## config.mk

```make
export PLATFORM = sky130hd
export DESIGN_NAME = rf_writeback_arbiter
export DESIGN_NICKNAME = d
export VERILOG_FILES = /design/src/rtl/rf_writeback_arbiter.sv
export SDC_FILE = /design/constraint.sdc
export NUM_CORES = 1
export LEC_CHECK = 0
export ABC_AREA = 0
export CAP_MARGIN = 20
export CORE_UTILIZATION = 54
export CTS_CLUSTER_SIZE = 40
export DETAILED_ROUTE_END_ITERATION = 7
export MAX_ROUTING_LAYER = met4
export PLACE_DENSITY = 0.86
export SLEW_MARGIN = 20
export SYNTH_ARGS = -nofsm -noshare
export SYNTH_HDL_FRONTEND = slang
export SYNTH_SLANG_ARGS = --single-unit
```

## constraint.sdc

```tcl
create_clock -name clk -period 3.5 [get_ports clk]
set_clock_uncertainty 0.1 [all_clocks]
set_input_delay 0.525 -clock clk [delete_from_list [all_inputs] [get_ports clk]]
set_output_delay 0.525 -clock clk [all_outputs]
set_load 0.02 [all_outputs]
```

## src/rtl/rf_writeback_arbiter.sv

```systemverilog
// rf_writeback_arbiter: merges pipeline and aux-unit GPR writebacks into one registered RF write port.
// Aux results queue in a FIFO; a pipeline write squashes any older queued write to the same register.
module rf_writeback_arbiter #(
  parameter int DEPTH = 4,
  parameter int AW = 2
) (
  input  logic          clk,
  input  logic          reset,
  input  logic          pipe_we,
  input  logic [4:0]    pipe_addr,
  input  logic [31:0]   pipe_data,
  input  logic          aux_valid,
  output logic          aux_ready,
  input  logic [4:0]    aux_addr,
  input  logic [31:0]   aux_data,
  output logic          rf_we,
  output logic [4:0]    rf_addr,
  output logic [31:0]   rf_data,
  input  logic [4:0]    query_addr_1,
  input  logic [4:0]    query_addr_2,
  output logic          pending_1,
  output logic          pending_2,
  output logic [AW:0]   count
);
  logic [DEPTH-1:0] vld;
  logic [4:0]       fa [DEPTH];
  logic [31:0]      fd [DEPTH];
  logic [AW-1:0]    rp, wp;
  logic             preq, push, pop, hit_1, hit_2;
  assign preq = pipe_we && pipe_addr != 5'd0;
  assign aux_ready = reset && (count < (AW+1)'(DEPTH));
  assign pop = !preq && count != '0;
  // an aux result to the register the pipeline writes now is already stale
  assign push = aux_valid && aux_ready && aux_addr != 5'd0 && !(preq && aux_addr == pipe_addr);
  always_ff @(posedge clk) begin
    if (!reset) begin
      rf_we <= 1'b0;
      rf_addr <= '0;
      rf_data <= '0;
      count <= '0;
      vld <= '0;
      rp <= '0;
      wp <= '0;
    end else begin
      rf_we <= preq || (pop && vld[rp]);
      if (preq) begin
        rf_addr <= pipe_addr;
        rf_data <= pipe_data;
      end else if (pop) begin
        rf_addr <= fa[rp];
        rf_data <= fd[rp];
      end
      for (int i = 0; i < DEPTH; i++)
        if (preq && fa[i] == pipe_addr) vld[i] <= 1'b0;
      if (pop) begin
        vld[rp] <= 1'b0;
        rp <= rp + AW'(1);
      end
      if (push) begin
        vld[wp] <= 1'b1;
        wp <= wp + AW'(1);
      end
      count <= count + (AW+1)'(push) - (AW+1)'(pop);
    end
  end
  always_ff @(posedge clk) begin
    if (push) begin
      fa[wp] <= aux_addr;
      fd[wp] <= aux_data;
    end
  end
  always_comb begin
    hit_1 = 1'b0;
    hit_2 = 1'b0;
    for (int i = 0; i < DEPTH; i++) begin
      hit_1 = hit_1 || (vld[i] && fa[i] == query_addr_1);
      hit_2 = hit_2 || (vld[i] && fa[i] == query_addr_2);
    end
    pending_1 = query_addr_1 != 5'd0 && (hit_1 || (rf_we && rf_addr == query_addr_1));
    pending_2 = query_addr_2 != 5'd0 && (hit_2 || (rf_we && rf_addr == query_addr_2));
  end
endmodule

```

; Word-level counts from Yosys, hierarchy flattened
; Memory sizes are Yosys's and may differ from the RTL's. A register that Yosys moved wholly into a read port is not among the register bits.
; Index checks and enable logic that the tools add are counted.
[totals]
reg_bits = 49
latchBits = 0
mem_bits_rw = 148
romBits = 0
out_inout_bits = 44
n_memories = 2
[memory_table]
columns = memory, depth, word_bits, rd, rd_ports_with_merged_regs, wr, line_no
row1 = fd, 4, 32, 1, 1, 1, 27  ; logic [31:0] fd [DEPTH];
row2 = fa, 4, 5, 5, 1, 1, 26  ; logic [4:0] fa [DEPTH];
[op_classes]
addsub = 4
mul = 0
div = 0
order_cmp = 5
eq_ne = 15
n_shift = 0
mux = 27
bitwise_logic = 3
n_reduce_logical = 43
[ops]
columns = operator, n
row1 = 5-bit equality test, 15
row2 = 32-bit two-way mux, 2
row3 = 1-bit logical AND, 26
row4 = 5-bit nonzero test, 4
row5 = 1-bit two-way mux, 13
row6 = 4-bit two-way mux, 3
row7 = 5-bit two-way mux, 2
row8 = 1-bit logical OR, 9
row9 = 2-bit two-way mux, 4
row10 = 2-bit by 3-bit < comparator with 1-bit output (second input constant), 2
row11 = 2-bit by 1-bit adder with 2-bit output (second input constant), 2
row12 = 4-bit AND, 1
row13 = 1-bit demux with 2-bit select, 2
row14 = 2-bit by 1-bit greater-or-equal comparator with 1-bit output (second input constant), 2
row15 = 4-bit NOT, 1
row16 = 4-bit OR, 1
row17 = 3-bit by 1-bit adder with 3-bit output, 1
row18 = 3-bit < comparator (second input constant), 1
row19 = 3-bit nonzero test, 1
row20 = 3-bit by 1-bit subtractor with 3-bit output, 1
row21 = 1-bit binary-select mux with 2-bit select, 1
row22 = 1-bit logical NOT, 2
row23 = 2-bit nonzero test, 1

; Depth between registers and ports, before layout
; Gate-level depths: netlist (run 1).
[logic_depth]
word_depth = 10
mapped_depth = 13

; Worst setup path before layout (run 1)
; No wires, ideal clock.
[synth_path]
path_kind = input-to-reg
startpoint = in pipe_addr[3]
endpoint = reg count[2]
arrival_time_ps = 2972
required_ps = 3285
setup_slack_ps = 313
cell_stages = 13
path_cell_list = buf_2 -> or4_4 -> o21a_4 -> a31oi_4 -> inv_1 -> ha_1 -> inv_1 -> ha_1 -> inv_1 -> fa_1 -> xnor2_1 -> xnor2_1 -> and2_1
[synth_via]
elab_chain_len = 7
elab_cells_between_ends = 10
cone_classes = add/sub: 2 / eq/ne: 1 / reduce/logical: 7
[synth_rtl]
columns = element, line_no
row1 = start: declaration, 10  ; input logic [4:0] pipe_addr,
row2 = 5-bit nonzero test, 30  ; assign preq = pipe_we && pipe_addr != 5'd0;
row3 = 1-bit logical AND, 30
row4 = 1-bit logical AND, 34  ; assign push = aux_valid && aux_ready && aux_addr != 5'd0 && !(preq && aux_addr == pipe_addr);
row5 = 1-bit logical NOT, 34
row6 = 1-bit logical AND, 34
row7 = 3-bit by 1-bit adder with 3-bit output, 63  ; count <= count + (AW+1)'(push) - (AW+1)'(pop);
row8 = 3-bit by 1-bit subtractor with 3-bit output *, 63
row9 = end signal: assignment, 63
row10 = end: declaration, 23  ; output logic [AW:0] count
; Mark *: on every way between the ends. The rest lies on a longest branch, timed or not.
; A chain may end at the register's enable or synchronous reset.

; Worst setup path in the final report (run 1)
[layout_path]
startpoint = in query_addr_1[3]
endpoint = out pending_1
[layout_via]
elab_chain_len = 7
elab_cells_between_ends = 16
cone_classes = eq/ne: 5 / reduce/logical: 11
[layout_rtl]
columns = element, line_no
row1 = start: declaration, 19  ; input logic [4:0] query_addr_1,
row2 = 5-bit equality test, 76  ; hit_1 = hit_1 || (vld[i] && fa[i] == query_addr_1);
row3 = 1-bit logical AND, 76
row4 = 1-bit logical OR (3 in a row), 76
row5 = 1-bit logical OR, 79  ; pending_1 = query_addr_1 != 5'd0 && (hit_1 || (rf_we && rf_addr == query_addr_1));
row6 = 1-bit logical AND *, 79
row7 = end: declaration, 21  ; output logic pending_1,
; Marks and branches as above.

==> results.toml, run 1 <==
[clocking]
root_buffer = "clkbuf_16"
h-tree-depth = 4
cts.repair.resized = 0
clock-sinks = 199
cts_setup_buffers = 0
numCtsBuffers = 17
clock_latency_ns = 0.43
cts_max_path_buffers = 2
clk_pin_slew_ns = 0.07
tritoncts = "done"
postCtsHoldBufs = 0

[drt]
vias_per_cell = 5.78
drt-initial-drc-count = 373
wirelength_um = 20600
route.detailed.drc = 0
drt-pass1-iter-count = 5
wl_per_cell_um = 22.2
ant_nets = 0
dr_total_vias = 5365

[timing]
finalHoldViolCount = 0
hold_ws_ns = 0.414
fin_crit_ns = 3.30
drv_slew = 0
period_share_pct = 94.4
fmax_mhz = 303
rsz0062_at_grt = "false"
finalSetupViolCount = 0
tightest_slew_ns = 1.03
slew_headroom_pct = 31.2

[worst_setup_path]
critPathLaunchType = "input port"
reg2reg_from = "count[2]"
r2r-end = "count[2]"
rr_worst_depth = 12
worstPathMaxFanout = 6
worstSetupPathType = "input port to output pin"
required_ns = 2.87
crit_path_end_kind = "output pin"
ff2ff_setup_slack_ns = 0.84
worstPathArrival_ns = 2.68

[floorplanning]
pin_count = 132
start_util_pct = 55.1
num_rows = 46
fp.dieW_um = 129
chipHeight_um = 129
die_area_sq_mm = 0.0167
coreArea_sq_mm = 0.0158

[finish]
diodes = 0
finalNetCount = 799
areaGrowthSynthToFinish_pct = 25.9
layout-drive-gt1-share_pct = 16.0
final_cell_count_no_fill = 929
utilization_pct = 69.4

[synth]
synth_area_sq_mm = 0.00873
syn_avg_cell_area_sq_um = 15.6
synth_top_family_by_area = "multiplexers"
synthXorXnorAreaFrac_pct = 7.83
synth_nets = 658
synthAdderAreaFrac_pct = 1.66
synth_seq_area_share_pct = 62.6
yosysWarnings = 0
synth.distinct_cells = 37
syn_inst = 559
ys_ff_latch = 199
synth_top_cell_by_area = "edfxtp_1"
muxShareOfSynthArea_pct = 14.1
synth_top_area_share_pct = 50.9
synthSimpleGateAreaFrac_pct = 5.68
synth-compound-area-share_pct = 5.85
yosys-top-cells-area = "edfxtp_1, dfxtp_1, mux4_2"

[status]
status = "completed"

[global_routing]
gr-total-overflow = 0
grt_pass1_wl_um = 31600
grt_pass1_vias = 5674
antenna_found_initial = 0
grt_use_total_pct = 27.3
grt_max_degree = 51

[worst_hold_path]
hold_depth = 2
min_to = "wp[1]"
min_from = "wp[1]"
holdCritPathClass = "flop to flop"

[placement]
dp_hpwl_um = 14000
dp_cells = 897
gp_congestion = 0.946
port_buffers = 131

[power]
p_leak_nw = 4.15
power_density_mw_per_mm2 = 620
peakVddDrop_v = 0.000395

[job]
maxCapViolCount = 0
[Yosys cell counts]
master and instances:
or4_1 3, inv_1 7, fa_1 1, nand3_1 12, nor3_1 6, mux4_2 38, buf_1 5, and2_1 5
xnor2_1 21, nand2_1 46, a31oi_4 1, nand2b_1 1, buf_2 14, clkbuf_1 20, o21ai_2 1, o211ai_1 1
nor2b_1 2, mux2i_1 37, a21boi_0 2, and2_2 4, nand3b_1 1, o22a_1 2, o211a_1 36, buf_6 1
xor2_1 57, nand4_1 4, o21ai_0 3, o21ai_1 1, dfxtp_1 51, or4_4 1, ha_1 10, nor2_8 1
nor4_1 10, a41o_2 4, nor2_1 1, o21a_4 1, edfxtp_1 148
[critical path, cell delays in order]
cell,delay [ns]
clkdlybuf4s50_1,0.60
xor2_1,0.23
nor4_1,0.35
nand3_1,0.12
nand3_1,0.10
o22a_1,0.15
clkdlybuf4s50_1,0.60
[cells in the final DEF (no fill, tap or decap), drive strengths merged, types with 12 or more instances in the layout]
cell and n:
clkbuf 21, mux2i 37, buf 32, clkdlybuf4s50 130
xnor2 21, o211a 36, nand2 46, nand3 12
dfxtp 51, edfxtp 148, xor2 57, mux4 38
[layer usage]
layer	GRT usage (%)	wire length, um	vias up
li1	-	-	2402
met1	32.3	8050	2715
met2	46.3	10900	209
met3	5.78	1170	39
met4	10.0	429	0
met5	-	0	-
[area by class of cell]
class,instances,area (sq um)
Clock buffer,21,450
Clock inverter,11,100
Fill cell,1007,4840
Inverter,7,26.3
Multi-Input combinational cell,313,3070
Sequential cell,199,5470
Tap cell,216,270
Timing Repair Buffer,162,1600
[stage by stage]
step	worst slack, ns	cell area, sq um	power (W)	TNS, ns
4_1_cts	0.189	11000	0.00686	0
6_report	0.197	11000	0.00682	0
2_1_floorplan	0.313	8730	0.00430	0
3_3_place_gp	0.0670	10400	0.00493	0
3_5_place_dp	-0.0157	10400	0.00502	-0.0157
5_1_grt	0.0286	11000	0.00710	0
[power breakdown]
part	switching [W]	internal [W]	total, W
clock	0.000844	0.00100	0.00185
combinational	0.000924	0.00106	0.00198
sequential	0.000235	0.00275	0.00299
[flip-flops by register name (all words and copies together), names as in the netlist, named ones only]
register and count:
count 3, rf_data 32, rf_addr 5, rp 2
rf_we 1, vld 4, fd 128, fa 20
wp 2
[cells by family (layout without fill, tap and decap cells)]
kind of cell | after synthesis | count (layout)
DFF | 199 | 199
AOI/OAI and AO/OA | 52 | 52
buffers and inverters | 47 | 201
xor gates and xnor gates | 78 | 78
muxes | 75 | 75
adders and majority gates | 11 | 11
and+or+nand+nor | 97 | 97
[worst max path at each step]
stage | end | cells past startpoint | slack (ns) | start
after floorplan | count[2] | 13 | 0.31 | pipe_addr[3]
after global placement | count[2] | 13 | 0.07 | pipe_addr[0]
after detailed placement | count[2] | 13 | -0.02 | pipe_addr[0]
after CTS | pending_1 | 7 | 0.19 | query_addr_1[3]
after global routing | pending_1 | 7 | 0.03 | query_addr_1[3]
final | pending_1 | 7 | 0.20 | query_addr_1[3]
Note: power is estimated with default switching activity, not from simulation.
==> run 2: changes to the inputs <==
--- a/config.mk
+++ b/config.mk
@@ -7,11 +7,12 @@
 export LEC_CHECK = 0
 export ABC_AREA = 0
 export CAP_MARGIN = 20
-export CORE_UTILIZATION = 54
+export CORE_UTILIZATION = 42
 export CTS_CLUSTER_SIZE = 40
 export DETAILED_ROUTE_END_ITERATION = 7
+export GPL_TIMING_DRIVEN = 0
 export MAX_ROUTING_LAYER = met4
-export PLACE_DENSITY = 0.86
+export PLACE_DENSITY = 0.71
 export SLEW_MARGIN = 20
 export SYNTH_ARGS = -nofsm -noshare
 export SYNTH_HDL_FRONTEND = slang
==> run 2 against run 1 <==
Total power down 0.31%. Core utilization down 16 points. Register-to-register slack worse by 0.16 ns. Wire length down 1.0%. Sequential power down 3%.
==> results.toml, run 2 (synthesis gave the netlist of run 1 again) <==
[status]
status = "completed"

[clocking]
numCtsBuffers = 17
postCtsHoldBufs = 0
tritoncts = "done"
cts_setup_buffers = 0
clock_latency_ns = 0.43
clock-sinks = 199
cts.repair.resized = 0
root_buffer = "clkbuf_16"
cts_max_path_buffers = 2
clk_pin_slew_ns = 0.07
h-tree-depth = 4

[worst_hold_path]
hold_depth = 2
holdCritPathClass = "input port to flop"

[finish]
final_common_cell = "edfxtp_1"
regMostFlops = "fd"
n_fill_cell = 1683
seq_area_sq_mm = 0.00547
final_cell_mix = "edfxtp_1, clkdlybuf4s50_1, xor2_1"
areaGrowthSynthToFinish_pct = 23.7
multi_input_area_sq_mm = 0.00307
largestRegisters = "fd (128), rf_data (32), fa (20)"
fin_area_sq_mm = 0.0108
finalNetCount = 792
largest_register_ffs = 128
layout-drive-gt1-share_pct = 13.7

[worst_setup_path]
worstPathArrival_ns = 3.39
critPathLaunchType = "input port"
ff2ff_setup_slack_ns = 0.68
worstSetupPathType = "input port to flop"
rr_worst_depth = 11
cp_slowest_cell = "or4_1"
worstPathMaxFanout = 8
path_depth = 13
crit_path_end_kind = "flop"
crit_path_cell_trace = "clkdlybuf4s50_1 -> or4_1 -> o211ai_1 -> a31oi_4 -> inv_1 -> ha_1 -> inv_1 -> ha_1 -> inv_1 -> fa_1 -> xnor2_1 -> xnor2_1 -> and2_1"
required_ns = 3.73
cp_slowest_stage_delay_ns = 0.57
cp_num_buf_inv = 4
critPathTopFamily = "buffers and inverters"
critPathMostFrequentCell = "inv_1"

[floorplanning]
coreArea_sq_mm = 0.0203
chipHeight_um = 146
fp.dieW_um = 146
num_rows = 52
start_util_pct = 43.0
die_area_sq_mm = 0.0214
pin_count = 132

[power]
p_sw_share_pct = 30.0
internal_power_w = 0.00476
power_density_mw_per_mm2 = 630
clockPowerShare_pct = 27.9
power_frac_comb_pct = 29.5
peakVddDrop_v = 0.000388
power_switching_w = 0.00204
p_leak_nw = 4.01
pwr-share-seq_pct = 42.6

[timing]
drv_slew = 0
fmax_mhz = 316
finalHoldViolCount = 0
period_share_pct = 90.3
finalSetupViolCount = 0
finalSetupTns_ns = 0
rsz0062_at_grt = "false"
fin_crit_ns = 3.16
slew_headroom_pct = 40.3
tightest_slew_ns = 0.895
hold_ws_ns = 0.324

[global_routing]
gr-total-overflow = 0
antenna_found_initial = 1
grt_use_total_pct = 20.4
grt_pass1_vias = 5462
grt_pass1_wl_um = 31400
grt_max_degree = 39

[drt]
drt-initial-drc-count = 332
route.detailed.drc = 0
drt-pass1-iter-count = 5
ant_nets = 0
wl_per_cell_um = 20.9
dr_total_vias = 5280
wirelength_um = 20400
vias_per_cell = 5.40

[job]
maxCapViolCount = 0

[placement]
port_buffers = 115
dpl-instance-area_sq_mm = 0.0102
dp_hpwl_um = 14000
gp_congestion = 0.926
-- run 2: area by class of cell --
cell class	instances	share of cell area [%]
Buffer	40	1.62
Clock buffer	18	3.98
Clock inverter	14	1.32
Multi-Input combinational cell	313	28.4
Timing Repair Buffer	115	10.7
Antenna cell	1	0.0232
Sequential cell	199	50.6
Inverter	7	0.243
Tap cell	270	3.13
-- run 2: final timing paths --
path	start	end
worst max-delay path	aux_addr[2]	count[2]
worst min-delay path	pipe_addr[0]	rf_addr[0]
worst max register to register	count[1]	count[2]
worst min register to register	wp[0]	wp[0]
-- run 2: power groups by stage --
stage | registers [W] | logic [W] | clock network (W)
2_1_floorplan | 0.00302 | 0.00128 | 0
3_3_place_gp | 0.00294 | 0.00198 | 0
3_5_place_dp | 0.00295 | 0.00202 | 0
4_1_cts | 0.00290 | 0.00203 | 0.00192
5_1_grt | 0.00292 | 0.00217 | 0.00202
6_report | 0.00290 | 0.00200 | 0.00189
-- run 2: stage by stage --
stage	utilization [%]	total power, W	std cells	setup WS (ns)
floorplan	-	0.00430	559	0.313
global placement	50.3	0.00491	944	-0.0221
detailed placement	50.3	0.00497	944	-0.111
CTS	53.1	0.00685	976	0.341
global route	53.2	0.00711	977	0.195
finish	53.2	0.00680	977	0.340
-- run 2: layer usage --
| layer | wire length (um) | up-vias | GRT usage (%) | share of wire (%) |
|---|---|---|---|---|
| met1 | 8520 | 2695 | 25.2 | 42 |
| met4 | 349 | 0 | 6.67 | 1.7 |
| met3 | 1190 | 25 | 4.63 | 5.8 |
| li1 | - | 2397 | - | - |
| met2 | 10300 | 163 | 33.2 | 51 |
| met5 | 0 | - | - | 0 |
==> run 3: changes to the inputs <==
--- a/config.mk
+++ b/config.mk
@@ -13,7 +13,9 @@
 export GPL_TIMING_DRIVEN = 0
 export MAX_ROUTING_LAYER = met4
 export PLACE_DENSITY = 0.71
-export SLEW_MARGIN = 20
+export SETUP_SLACK_MARGIN = 0.05
+export SLEW_MARGIN = 10
 export SYNTH_ARGS = -nofsm -noshare
 export SYNTH_HDL_FRONTEND = slang
 export SYNTH_SLANG_ARGS = --single-unit
+export TNS_END_PERCENT = 100
==> run 3 against run 2 <==
Count of clock-buffer cells in the layout unchanged. Total power is essentially flat. Combinational power barely moved. Sequential power about the same. First-iteration DRC count shrank 6.6%. Clock power is essentially flat. Wire length increased by 0.27%. Core utilization is 0.41 points higher. Worst hold slack gained 0.0013 ns.
==> results.toml, run 3 (synthesis gave the netlist of run 1 again) <==
[finish]
layout-drive-gt1-share_pct = 14.2
utilization_pct = 53.6
largestRegisters = "fd (128), rf_data (32), fa (20)"
final_common_cell = "edfxtp_1"
regMostFlops = "fd"
largest_register_ffs = 128
final_cell_count_no_fill = 981
finalNetCount = 796
final_cell_mix = "edfxtp_1, clkdlybuf4s50_1, xor2_1"
areaGrowthSynthToFinish_pct = 24.6

[placement]
dp_slack_ns = -0.111
dp_cells = 944
port_buffers = 115
dp_hpwl_um = 14000
gp_congestion = 0.926

[clocking]
clk_pin_slew_ns = 0.07
postCtsHoldBufs = 0
root_buffer = "clkbuf_16"
cts_max_path_buffers = 2
tritoncts = "done"
cts.repair.resized = 0
numCtsBuffers = 17
cts_setup_buffers = 0
clock_latency_ns = 0.43
h-tree-depth = 4
clock-sinks = 199

[floorplanning]
start_util_pct = 43.0
pin_count = 132
coreArea_sq_mm = 0.0203
chipHeight_um = 146
num_rows = 52
fp.dieW_um = 146
die_area_sq_mm = 0.0214

[worst_setup_path]
worstPathMaxFanout = 8
crit_path_end_kind = "flop"
critPathLaunchType = "input port"
worstSetupPathType = "input port to flop"
required_ns = 3.73
worstPathArrival_ns = 3.40

[drt]
vias_per_cell = 5.39
ant_nets = 0
wirelength_um = 20400
dr_total_vias = 5290
route.detailed.drc = 0
wl_per_cell_um = 20.8
drt-pass1-iter-count = 5
drt-initial-drc-count = 310

[timing]
tightest_slew_ns = 0.882
finalHoldViolCount = 0
slew_headroom_pct = 41.2
setup_ws_ns = 0.325
period_share_pct = 90.7
fin_crit_ns = 3.17
rsz0062_at_grt = "false"
fmax_mhz = 315
finalSetupViolCount = 0
drv_slew = 0

[global_routing]
antenna_found_initial = 1
grt_pass1_wl_um = 31400
grt_max_degree = 39
grt_use_total_pct = 20.4
gr-total-overflow = 0
grt_pass1_vias = 5462

[job]
maxCapViolCount = 0

[status]
status = "completed"

[power]
p_leak_nw = 4.04
peakVddDrop_v = 0.000372
power_density_mw_per_mm2 = 625

[worst_hold_path]
holdCritPathClass = "input port to flop"
## run 3: cell types whose count changed in the layout (fill, tap and decap cells not counted)
cell / delta
and2_2: +4
and2_4: -4
buf_12: +3
buf_16: +1
## run 3: area by class of cell
class,count,area [sq um]
sequential,199,5470
fill,1672,9420
clock buffer,18,429
multi-input combinational,313,3060
inverter,7,26.3
timing repair buffer,119,1240
antenna,1,2.50
buffer,40,175
clock inverter,14,143
tap,270,338
## run 3: per-stage QoR
stage	instance area, sq um	hold slack (ns)	power [W]	setup TNS, ns
detailed placement	10200	0.407	0.00497	-0.111
global route	10900	0.300	0.00712	0
global placement	10200	0.384	0.00491	-0.0221
CTS	10800	0.302	0.00685	0
floorplan	8730	0.369	0.00430	0
finish	10900	0.326	0.00680	0
## run 3: final timing paths
path	from	endpoint	slack (ns)	cells past startpoint
hold reg to reg	wp[0]	wp[0]	0.43	1
setup reg to reg	count[1]	count[2]	0.66	11
hold / removal	pipe_addr[0]	rf_addr[0]	0.33	2
setup / recovery	aux_addr[2]	count[2]	0.33	13
## run 3: power by group
part / switching [W] / internal [W]
sequential: 0.000145 / 0.00275
combinational: 0.000998 / 0.00102
clock: 0.000887 / 0.00100
## run 3: per-layer routing
layer | up-vias | GRT usage [%] | part of all wire, %
li1 | 2403 | - | -
met1 | 2681 | 25.2 | 42
met2 | 183 | 33.2 | 51
met5 | - | - | 0
met4 | 0 | 6.67 | 1.5
met3 | 23 | 4.63 | 5.9
## run 3: critical path, cell delays in order
cell and delay [ns]:
clkdlybuf4s50_1 0.57, or4_1 0.57, o211ai_1 0.26, a31oi_4 0.09, inv_1 0.11, ha_1 0.23
inv_1 0.05, ha_1 0.12, inv_1 0.05, fa_1 0.39, xnor2_1 0.15, xnor2_1 0.13
and2_1 0.15
